### config.mk
export PLATFORM = sky130hd
export DESIGN_NAME = glitch_player
export DESIGN_NICKNAME = d
export VERILOG_FILES = /design/src/rtl/glitch_pkg.sv /design/src/rtl/glitch_trig_edge.sv /design/src/rtl/glitch_player.sv
export SDC_FILE = /design/constraint.sdc
export NUM_CORES = 1
export LEC_CHECK = 0
export CORE_ASPECT_RATIO = 0.6
export CORE_MARGIN = 2
export CORE_UTILIZATION = 51
export CTS_CLUSTER_SIZE = 8
export DETAILED_ROUTE_END_ITERATION = 12
export GPL_ROUTABILITY_DRIVEN = 0
export PLACE_DENSITY = 0.75
export SKIP_CTS_REPAIR_TIMING = 1
export SLEW_MARGIN = 20
export SYNTH_ARGS = -nofsm -noshare
export SYNTH_HDL_FRONTEND = slang
export SYNTH_HIERARCHICAL = 1
export SYNTH_SLANG_ARGS = --single-unit
### constraint.sdc
create_clock -name CLOCK -period 5.3 [get_ports CLOCK]
set_clock_uncertainty 0.15 [all_clocks]
set_input_delay 1.06 -clock CLOCK [delete_from_list [all_inputs] [get_ports CLOCK]]
set_output_delay 1.06 -clock CLOCK [all_outputs]
set_load 0.005 [all_outputs]
### src/rtl/glitch_pkg.sv
// Shared types for the glitch descriptor player: FSM states, descriptor field
// positions and the packed descriptor layout.
package glitch_pkg;

    typedef enum logic [2:0] {
        StIdle,
        StFetch,
        StLoad,
        StWaitTrig,
        StDelay,
        StPulse
    } state_t;

    localparam int unsigned DELAY_MSB = 31;
    localparam int unsigned DELAY_LSB = 16;
    localparam int unsigned WIDTH_MSB = 15;
    localparam int unsigned WIDTH_LSB = 1;
    localparam int unsigned LAST_BIT  = 0;

    typedef struct packed {
        logic [DELAY_MSB-DELAY_LSB:0] delay;
        logic [WIDTH_MSB-WIDTH_LSB:0] width;
        logic                         last;
    } desc_t;

endpackage

### src/rtl/glitch_trig_edge.sv
// Trigger rising-edge detector producing a one-cycle pulse.
// GLITCH_TRIG_SYNC_EN adds a two-flop synchronizer ahead of the detector.
module glitch_trig_edge (
    input  logic clk,
    input  logic rst,
    input  logic trig,
    output logic pulse
);

    logic trig_s;
    logic prev_q;

`ifdef GLITCH_TRIG_SYNC_EN
    logic [1:0] sync_q;

    always_ff @(posedge clk) begin
        if (rst) begin
            sync_q <= 2'b00;
        end else begin
            sync_q <= {sync_q[0], trig};
        end
    end

    assign trig_s = sync_q[1];
`else
    assign trig_s = trig;
`endif

    always_ff @(posedge clk) begin
        if (rst) begin
            prev_q <= 1'b0;
        end else begin
            prev_q <= trig_s;
        end
    end

    assign pulse = trig_s & ~prev_q;

endmodule

### src/rtl/glitch_player.sv
// Pops glitch descriptors from the FIFO read port and plays a delay/width pulse
// train on GLITCH after a trigger edge. GLITCH_TRIG_SYNC_EN: see glitch_trig_edge.
module glitch_player
    import glitch_pkg::*;
#(
    parameter int unsigned DELAY_W = 16,
    parameter int unsigned WIDTH_W = 15
) (
    input  logic        CLOCK,
    input  logic        RESET,
    input  logic        ARM,
    input  logic        TRIGGER,
    input  logic        ABORT,
    input  logic [31:0] FIFO_Q,
    input  logic        FIFO_EMPTY,
    output logic        FIFO_RE,
    output logic        GLITCH,
    output logic        BUSY,
    output logic        DONE,
    output logic        UNDERRUN
);

    state_t               state_q;
    desc_t                desc_q;
    logic [DELAY_W-1:0]   cnt_q;
    logic                 first_q;
    logic                 trig_pulse;
    logic [DELAY_W-1:0]   fifo_delay;
    logic [DELAY_W-1:0]   desc_delay;
    logic [WIDTH_W-1:0]   desc_width;
    logic                 seq_end;

    glitch_trig_edge u_trig_edge (
        .clk   (CLOCK),
        .rst   (RESET),
        .trig  (TRIGGER),
        .pulse (trig_pulse)
    );

    assign fifo_delay = FIFO_Q[DELAY_LSB +: DELAY_W];
    assign desc_delay = desc_q[DELAY_LSB +: DELAY_W];
    assign desc_width = desc_q[WIDTH_LSB +: WIDTH_W];

    // End of the current descriptor: pulse finished, or zero-width delay expired.
    assign seq_end = (cnt_q == '0) &&
                     ((state_q == StPulse) || ((state_q == StDelay) && (desc_width == '0)));

    always_ff @(posedge CLOCK) begin
        if (RESET) begin
            state_q  <= StIdle;
            desc_q   <= '0;
            cnt_q    <= '0;
            first_q  <= 1'b0;
            FIFO_RE  <= 1'b0;
            GLITCH   <= 1'b0;
            BUSY     <= 1'b0;
            DONE     <= 1'b0;
            UNDERRUN <= 1'b0;
        end else if (ABORT) begin
            state_q  <= StIdle;
            first_q  <= 1'b0;
            FIFO_RE  <= 1'b0;
            GLITCH   <= 1'b0;
            BUSY     <= 1'b0;
            DONE     <= 1'b0;
            UNDERRUN <= 1'b0;
        end else begin
            FIFO_RE  <= 1'b0;
            DONE     <= 1'b0;
            UNDERRUN <= 1'b0;
            unique case (state_q)
                StIdle: begin
                    if (ARM) begin
                        if (FIFO_EMPTY) begin
                            UNDERRUN <= 1'b1;
                        end else begin
                            state_q <= StFetch;
                            FIFO_RE <= 1'b1;
                            BUSY    <= 1'b1;
                            first_q <= 1'b1;
                        end
                    end
                end
                StFetch: state_q <= StLoad;
                StLoad: begin
                    desc_q <= desc_t'(FIFO_Q);
                    if (first_q) begin
                        state_q <= StWaitTrig;
                    end else begin
                        state_q <= StDelay;
                        cnt_q   <= fifo_delay;
                    end
                end
                StWaitTrig: begin
                    if (trig_pulse) begin
                        state_q <= StDelay;
                        cnt_q   <= desc_delay;
                        first_q <= 1'b0;
                    end
                end
                StDelay: begin
                    if (cnt_q != '0) begin
                        cnt_q <= cnt_q - DELAY_W'(1);
                    end else if (desc_width != '0) begin
                        state_q <= StPulse;
                        cnt_q   <= DELAY_W'(desc_width) - DELAY_W'(1);
                        GLITCH  <= 1'b1;
                    end
                end
                StPulse: begin
                    if (cnt_q != '0) begin
                        cnt_q <= cnt_q - DELAY_W'(1);
                    end
                end
                default: state_q <= StIdle;
            endcase

            if (seq_end) begin
                GLITCH <= 1'b0;
                if (desc_q.last) begin
                    state_q <= StIdle;
                    BUSY    <= 1'b0;
                    DONE    <= 1'b1;
                end else if (FIFO_EMPTY) begin
                    state_q  <= StIdle;
                    BUSY     <= 1'b0;
                    UNDERRUN <= 1'b1;
                end else begin
                    state_q <= StFetch;
                    FIFO_RE <= 1'b1;
                end
            end
        end
    end

endmodule

### Word-level counts from Yosys, hierarchy flattened

Cells that the tools add are included.

* register bits after elaboration: 58
* input port bits: 38
* output and inout bits: 5
* logic and storage cells: 93

* $add $sub $neg: 2
* equality and inequality tests: 17
* muxes and demuxes: 39
* bitwise logic cells: 5
* reductions and logical operators: 18

Operators by type and width (count)
* 2-to-1 mux 16 bit: 5
* case mux 16 bit (4 select lines): 1
* 2-to-1 mux 1 bit: 24
* 2-to-1 mux 3 bit: 7
* case mux 3 bit (6 select lines): 1
* logical NOT 16 bit: 1
* nonzero test 16 bit: 1
* subtractor 15 x 1 -> 16 bit (second input constant): 1
* subtractor 16 x 1 -> 16 bit (second input constant): 1
* logical NOT 15 bit: 1
* nonzero test 15 bit: 1
* inequality test 3 bit (second input constant): 4
* AND reduction 6 bit: 2
* inequality test 2 bit (second input constant): 5
* equality test 3 x 2 -> 1 bit (second input constant): 2
* equality test 3 bit (second input constant): 2
* OR reduction 3 bit: 2
* inverter 1 bit: 4
* AND reduction 4 bit: 1
* nonzero test 4 bit: 1
* equality test 3 x 1 -> 1 bit (second input constant): 1
* logical NOT 3 bit: 1
* inequality test 3 x 1 -> 1 bit (second input constant): 1
* inequality test 3 x 2 -> 1 bit (second input constant): 1
* 9 further kinds: 10

### Longest topological paths before layout

Gate-level depths: netlist of run 1.

* depth after elaboration: 6
* mapped depth: 10

### By module

The synthesis of run 1 kept the hierarchy.

By module, submodules not included
* glitch_player: instances 1, cells an instance 413, area each 3204.3 sq um, sequential area each 1141.1 sq um
* glitch_trig_edge: instances 1, cells an instance 3, area each 47.5 sq um, sequential area each 20.0 sq um

### Least setup slack after synthesis of run 1

OpenSTA, ideal clock, no wires.

* kind: input -> register
* start: input port TRIGGER
* end: register cnt_q[12]
* arrival: 2079 ps
* setup slack: 2993 ps
* stages: 8
* buffers on the path: 1
* cell sequence: nor2b_4 > nand2_1 > o21ai_0 > a22o_1 > a21oi_2 > buf_4 > nor3_1 > nor3_1

* cells in the longest elaborated chain, start to end: 3

RTL lines
* from (decl): line glitch_player.sv:12 `input logic TRIGGER,`
* AND 1 bit: line glitch_trig_edge.sv:37 `assign pulse = trig_s & ~prev_q;`
* inequality test 2 bit (no line)
* AND reduction 6 bit (no line)
* to (signal assigned): line glitch_player.sv:91 `cnt_q <= fifo_delay;`
* to (signal assigned): line glitch_player.sv:97 `cnt_q <= desc_delay;`
* to (signal assigned): line glitch_player.sv:103 `cnt_q <= cnt_q - DELAY_W'(1);`
* to (decl): line glitch_player.sv:25 `logic [DELAY_W-1:0] cnt_q;`

No other way between the ends.
A chain may end at the register's enable or synchronous reset.

### Worst setup path after layout of run 1

* start: register state_q[0]
* end: register cnt_q[6]

* cells in the longest elaborated chain, start to end: 3
* elaborated cells between the ends (all ways): 11
* classes of those cells: eq/ne (8); mux (1); reduce/logical (2)

RTL lines
* from (decl): line glitch_player.sv:23 `state_t state_q;`
* from (signal assigned): line glitch_player.sv:50 `state_q <= StIdle;`
* from (signal assigned): line glitch_player.sv:60 `state_q <= StIdle;`
* from (signal assigned): line glitch_player.sv:77 `state_q <= StFetch;`
* equality test 3 bit / equality test 3 x 2 -> 1 bit (equally long branches): line glitch_player.sv:71 `unique case (state_q)`
* inequality test 3 x 1 -> 1 bit (no line), or another cell as far along
* AND reduction 6 bit (no line)

Parallel ways exist; a longest one is shown, timed or not.

==> results of run 1 <==
[layer usage]
layer,part of all wire (%),vias to the layer above
met3,8.1,18
met5,0,-
li1,-,1514
met1,48,1433
met4,2.1,0
met2,41,116
[cell families after synthesis]
logic type / count (synthesis) / share of synthesized area [%]
XOR/XNOR: 25 / 6.733
AND/OR/NAND/NOR: 190 / 30.47
multiplexers: 12 / 3.771
buffers and inverters: 34 / 4.425
flip-flops: 58 / 35.71
AO/OA/AOI/OAI: 95 / 18.12
adder cells (fa/ha/maj): 2 / 0.7694
[how the worst max path moves through the flow]
stage	endpoint	slack (ps)	cells past startpoint
floorplan	cnt_q[12]$_SDFFE_PP0P_	2990	8
global placement	cnt_q[1]$_SDFFE_PP0P_	1880	8
detailed placement	cnt_q[1]$_SDFFE_PP0P_	1790	6
CTS	cnt_q[1]$_SDFFE_PP0P_	2130	8
global route	cnt_q[6]$_SDFFE_PP0P_	2060	6
finish	cnt_q[6]$_SDFFE_PP0P_	2250	6
[flip-flops by register name (all words and copies together) (netlist names)]
register            flops
cnt_q                  16
GLITCH                  1
desc_q                  1
FIFO_RE                 1
first_q                 1
state_q                 3
BUSY                    1
desc_width             15
DONE                    1
u_trig_edge/prev_q      1
UNDERRUN                1
desc_delay             16
[power by group]
part | internal (µW) | switching, µW | leakage [µW]
Sequential | 439 | 4.30 | 0.000468
Combinational | 45.6 | 45.1 | 0.00100
Clock | 336 | 176 | 0.000129
Total | 821 | 226 | 0.00160
[cell usage in the layout (no fill, tap or decap), types with 4 or more instances in the layout]
| master | instances |
|---|---|
| nand3_1 | 4 |
| nand3b_1 | 7 |
| mux2i_1 | 10 |
| a21oi_1 | 50 |
| nor2_1 | 35 |
| o21ai_1 | 4 |
| inv_1 | 8 |
| nor3_1 | 20 |
| o21ai_0 | 11 |
| xnor2_1 | 7 |
| clkbuf_8 | 11 |
| dfxtp_1 | 58 |
| a211oi_1 | 5 |
| nand4_1 | 4 |
| clkdlybuf4s50_1 | 41 |
| nand2_1 | 84 |
| xor2_1 | 18 |
[area by class of cell]
cell class                 count  area [µm²]  area share (%)
timing repair buffer          44       430.4           10.93
tap                           84       105.1           2.668
inverter                       8       30.03          0.7624
clock inverter                 5       100.1           2.541
sequential                    58        1161           29.48
clock buffer                  11       151.4           3.844
multi-input combinational    324        1961           49.78
[worst max-delay path: cells and delay by family, from the launching register on]
kind | cells | cell delay, ps
and+or+nand+nor | 2 | 1510
DFF | 1 | 660
AOI/OAI and AO/OA | 4 | 650
[through the flow]
step           total power (µW)  worst slack (ps)  cell area [µm²]
2_1_floorplan             498.8              2993             3252
4_1_cts                    1050              2134             3930
6_report                   1047              2245             3939
5_1_grt                    1080              2060             3939
3_3_place_gp              540.6              1883             3679
3_5_place_dp              541.9              1788             3679
==> results.md, run 1 <==
- Status: complete, no violations
- #FFs+latches synth: between 50 and 60
- Pwr per Cell Area: about 270 nW/µm²
- Post-DP HPWL: about 6000 µm
- CTS max path bufs: 2
- Peak Freq: 0.3274 GHz
- Top cell type's share of synthesized area: between 30% and 40%
- Type of origin of the critical path: flip-flop
- Final period utilization: 57.64%
- Hold Path Origin: desc_delay[1]$_SDFFE_PP0P_
- Final Setup Violations: 0
- Largest cells by area after synthesis: dfxtp_1 36%, nand2_1 9.7%, a21oi_1 7.7%
- Seq/Total Area, Yosys: between 30% and 40%
- Grt ovf: 0
- Crit end category: flip-flop
- Met2 usage: between 30% and 40%
- Largest net degree at the start of global routing: between 50 and 60
- CTS clk-pin slew, worst paths: roughly 60 ps
- Static leakage: roughly 0.0016 µW
- Post-Synthesis Cell Area: ~3300 µm²
- Post-synthesis cell count: between 400 and 500
- Mean post-synth cell area: ~7.8 µm²
- Inserted Clock Buffers: 9
- TNS Setup: 0 ps
- Critical R2R Launch: state_q[0]$_SDFFE_PP0P_
- Final design utilization: 64.17%
- Synth top cells by count: 84 x nand2_1, 58 x dfxtp_1, 50 x a21oi_1, 35 x nor2_1, 21 x nor3_1
- Crit-path slowest cell: nand3b_1
- Post-synth EDFFs: 0
- Number of antenna diodes: 0
- IO buf count: 42
- Sink Count: between 50 and 60
- Final wirelength: around 8600 µm
- Critical path required time: 5410 ps
- Core area: ~6100 µm²
- Vias: roughly 3100
- Drt pass-1 iters: 5
- Hold Path End: desc_delay[1]$_SDFFE_PP0P_
- Hold Path Cell Cnt: 2
- Met3 usage: under 10%
- Area growth syn-to-layout: 21.12%
- HP Class: reg -> reg
- Max transition margin: between 20% and 30%
- Layout cells sized above 1: under 10%
- Gr usage total: 26.04%
- Setup CP Type: reg -> reg
- Clock Tree Root: clkbuf_8
- Die X: 107.1 µm
- Synth cell types: 57
- Row cnt: 22
- I/O Pins: 43
- DRC: 0
- Worst-skew pair later-pin latency: 340 ps
- Hold Slack: between 300 and 400 ps
- Die Ht: ~66 µm
- H-tree levels: 3
- FF-to-FF setup slack: about 2200 ps
- Ys async rst share: 0%
- Hold Vio Cnt, Final: 0
- Crit path cell chain: nand3b_1, nand2_1, o22ai_1, a21oi_1, o211ai_1, a21oi_1
- Avg WL per Cell: around 16 µm
- Slew Viols, Final: 0
- Starting Density: 52.98%
- Vias per cell: 5.770
- Slowest stage delay, CP: a little under 900 ps
- Syn nets: about 460
- RR Endpoint: cnt_q[6]$_SDFFE_PP0P_
- Post-layout minimum cycle time: between 3000 and 4000 ps
- Antenna violations before repair: 0
- Placed cells: between 500 and 600
- Synth Warn #: 6
- Fin nets: ~490
- Worst Setup SP: state_q[0]$_SDFFE_PP0P_
- Worst VDD drop: between 100 and 150 µV
- WP data arrival: 3160 ps
- First DRT Iteration DRCs: about 270
- M1 GR Usage: approximately 37%
- Top-count cell post-synth: nand2_1
- Critical Path Most Common Cell: a21oi_1
- GRT Max-Usage Layer: met2
- Vias in the first global route: 2875
- First-pass GRT wire length: between 10000 and 15000 µm
- Max-cap violations: 0
- Routed Antenna Nets: 0
- CTS tree: yes
- Register-to-Register Path Depth: 6
- Fillers: 560
- Final Non-Filler Cells: roughly 530
- Measured slew at the worst slew-check pin: approximately 1100 ps
- Synth area leader: dfxtp_1
- Die area: 7052 µm²
- RSZ-0062 raised after global routing: no
- Prevailing post-synth register cell: dfxtp_1
- Max FO, Critical Path: 19
Power figures use the tool's default switching activity.
==> run 2, diff against run 1 <==
CORE_UTILIZATION = 50   (was 51)
PLACE_DENSITY = 0.76   (was 0.75)
clock period = 2.8 ns   (was 5.3 ns; I/O delays follow)
==> run 2 against run 1 <==
- count of clock-buffer cells in the layout grew 1
- critical path depth up 1
- via count rose by 2.9%
- final cell count grew 2.6%
- sequential power rose by 89%
- wire length rose by 6.6%
- non-clock buffer count rose by 13
==> results.md, run 2 (synthesis gave the netlist of run 1 again) <==
- Layout cells sized above 1: 11.45% (+2.1 points)
- Worst VDD drop: 309.8 µV (+150%)
- Vias: 3169 (+2.9%)
- Critical path required time: 2880 ps (-2530 ps)
- FF-to-FF setup slack: 210 ps (-2030 ps)
- Hold Vio Cnt, Final: 0 (unchanged)
- Register-to-Register Path Depth: 7 (+1)
- Gr usage total: 26.78% (+0.74 points)
- Avg WL per Cell: 16.73 µm (+3.9%)
- Die X: 108.1 µm (+0.96%)
- Final wirelength: 9166 µm (+6.6%)
- DRC: 0 (unchanged)
- Measured slew at the worst slew-check pin: 665.0 ps (-427.3 ps)
- CTS tree: yes
- Area growth syn-to-layout: 24.36%
- Hold Path End: desc_delay[13]$_SDFFE_PP0P_
- TNS Setup: 0 ps (unchanged)
- Static leakage: 0.001657 µW (+3.5%)
- Vias in the first global route: 2922 (+1.6%)
- WP data arrival: 2670 ps (-490 ps)
- Hold Path Cell Cnt: 2 (unchanged)
- Hold Path Origin: desc_delay[13]$_SDFFE_PP0P_
- Post-DP HPWL: 6594 µm (+9.4%)
- Pwr per Cell Area: 495.4 nW/µm² (+86%)
- Final period utilization: 92.48% (+35 points)
- Max-cap violations: 0 (unchanged)
- Type of origin of the critical path: flip-flop
- Fillers: 547 (-2.3%)
- Max FO, Critical Path: 10 (-9)
- IO buf count: 42 (unchanged)
- Slew Viols, Final: 0 (unchanged)
- Core area: 6193 µm² (+0.90%)
- Routed Antenna Nets: 0 (unchanged)
- Row cnt: 22 (unchanged)
- Critical R2R Launch: cnt_q[6]$_SDFFE_PP0P_
- RR Endpoint: cnt_q[9]$_SDFFE_PP0P_
- Setup CP Type: reg -> reg
- Drt pass-1 iters: 4 (-1)
- Sink Count: 58 (unchanged)
- Dpl ws: 193.8 ps (-1595 ps)
- First-pass GRT wire length: 14550 µm (+2.9%)
- Leading cell type in the layout, fill and taps excluded: nand2_1
- CTS clk-pin slew, worst paths: 70 ps (about the same)
- Grt ovf: 0 (unchanged)
- First DRT Iteration DRCs: 332 (+25%)
- Antenna violations before repair: 1 (+1)
- Max transition margin: 55.26% (+28 points)
- Vias per cell: 5.783 (+0.23%)
- Most frequent cells in the layout: 84 x nand2_1, 58 x dfxtp_1, 50 x a21oi_1
- Die Ht: 66.47 µm (+0.94%)
- Die area: 7186 µm² (+1.9%)
- Worst-skew pair later-pin latency: 340 ps (about the same)
- Largest net degree at the start of global routing: 35 (-39%)
- Final design utilization: 65.29% (+1.1 points)
- Post-layout minimum cycle time: 2589 ps (-465.5 ps)
- H-tree levels: 3 (unchanged)
- Inserted Clock Buffers: 9 (unchanged)
- RSZ-0062 raised after global routing: no
- Clock Tree Root: clkbuf_8
- I/O Pins: 43 (unchanged)
- HP Class: reg -> reg
- Fin nets: 498 (+2.7%)
- Status: complete, no violations
- Starting Density: 52.51% (-0.47 points)
- Crit end category: flip-flop
- Final Setup Violations: 0 (unchanged)
- PnR worst setup slack: 210.7 ps (-2035 ps)
- Peak Freq: 0.3862 GHz (+18%)
- CTS max path bufs: 2 (unchanged)
- Power, Total: 2003 µW (+91%)
## run 2: cell types whose count changed in the layout (fill, tap and decap cells not counted), sizes merged
cell      previous run  this run
buf                  3        16
clkbuf              11        12
clkinv               2         0
clkinvlp             0         1
diode                0         1
## run 2: power breakdown
part	internal, µW	switching [µW]	total [µW]	leakage, µW
Sequential	831	7.87	839	0.000468
Clock	640	343	983	0.000123
Combinational	90.9	89.9	181	0.00107
Total	1560	441	2000	0.00166
## run 2: metal layers
metal / part of all wire (%) / vias to the layer above / GRT usage, % / routed length (µm)
met5: 0 / - / 4.762 / 0
met4: 1.4 / 0 / 8.974 / 128
li1: - / 1545 / - / -
met1: 47 / 1459 / 36.64 / 4327
met2: 42 / 146 / 39.70 / 3890
met3: 8.9 / 19 / 8.121 / 820
## run 2: cell type report
cell class	count	area (µm²)	area share [%]
tap	84	105.1	2.599
timing repair buffer	57	540.5	13.37
multi-input combinational	324	1952	48.27
clock buffer	12	155.1	3.837
antenna	1	2.502	0.06188
sequential	58	1161	28.71
inverter	8	30.03	0.7426
clock inverter	4	97.59	2.413
## run 2: worst max-delay path: stages (launching register included)
cell,delay (ps)
dfxtp_1,370
nor4_4,480
nand4_1,310
a22o_1,320
a21oi_2,230
buf_4,230
a21oi_1,70
a221oi_1,310
## run 2: stage by stage
step | hold slack, ps | cells | instance area, µm²
2_1_floorplan | 283.2 | 416 | 3252
3_3_place_gp | 290.9 | 531 | 3789
3_5_place_dp | 296.0 | 531 | 3789
4_1_cts | 304.6 | 547 | 4041
5_1_grt | 331.8 | 548 | 4044
6_report | 303.5 | 548 | 4044
## run 2: worst max-delay path by stage
stage,slack (ps),cells past startpoint,from,end
floorplan,660,10,cnt_q[0]$_SDFFE_PP0P_,cnt_q[12]$_SDFFE_PP0P_
global placement,320,9,TRIGGER,cnt_q[0]$_SDFFE_PP0P_
detailed placement,190,9,TRIGGER,cnt_q[9]$_SDFFE_PP0P_
CTS,250,7,cnt_q[6]$_SDFFE_PP0P_,cnt_q[9]$_SDFFE_PP0P_
global route,100,7,cnt_q[6]$_SDFFE_PP0P_,cnt_q[9]$_SDFFE_PP0P_
finish,210,7,cnt_q[6]$_SDFFE_PP0P_,cnt_q[9]$_SDFFE_PP0P_
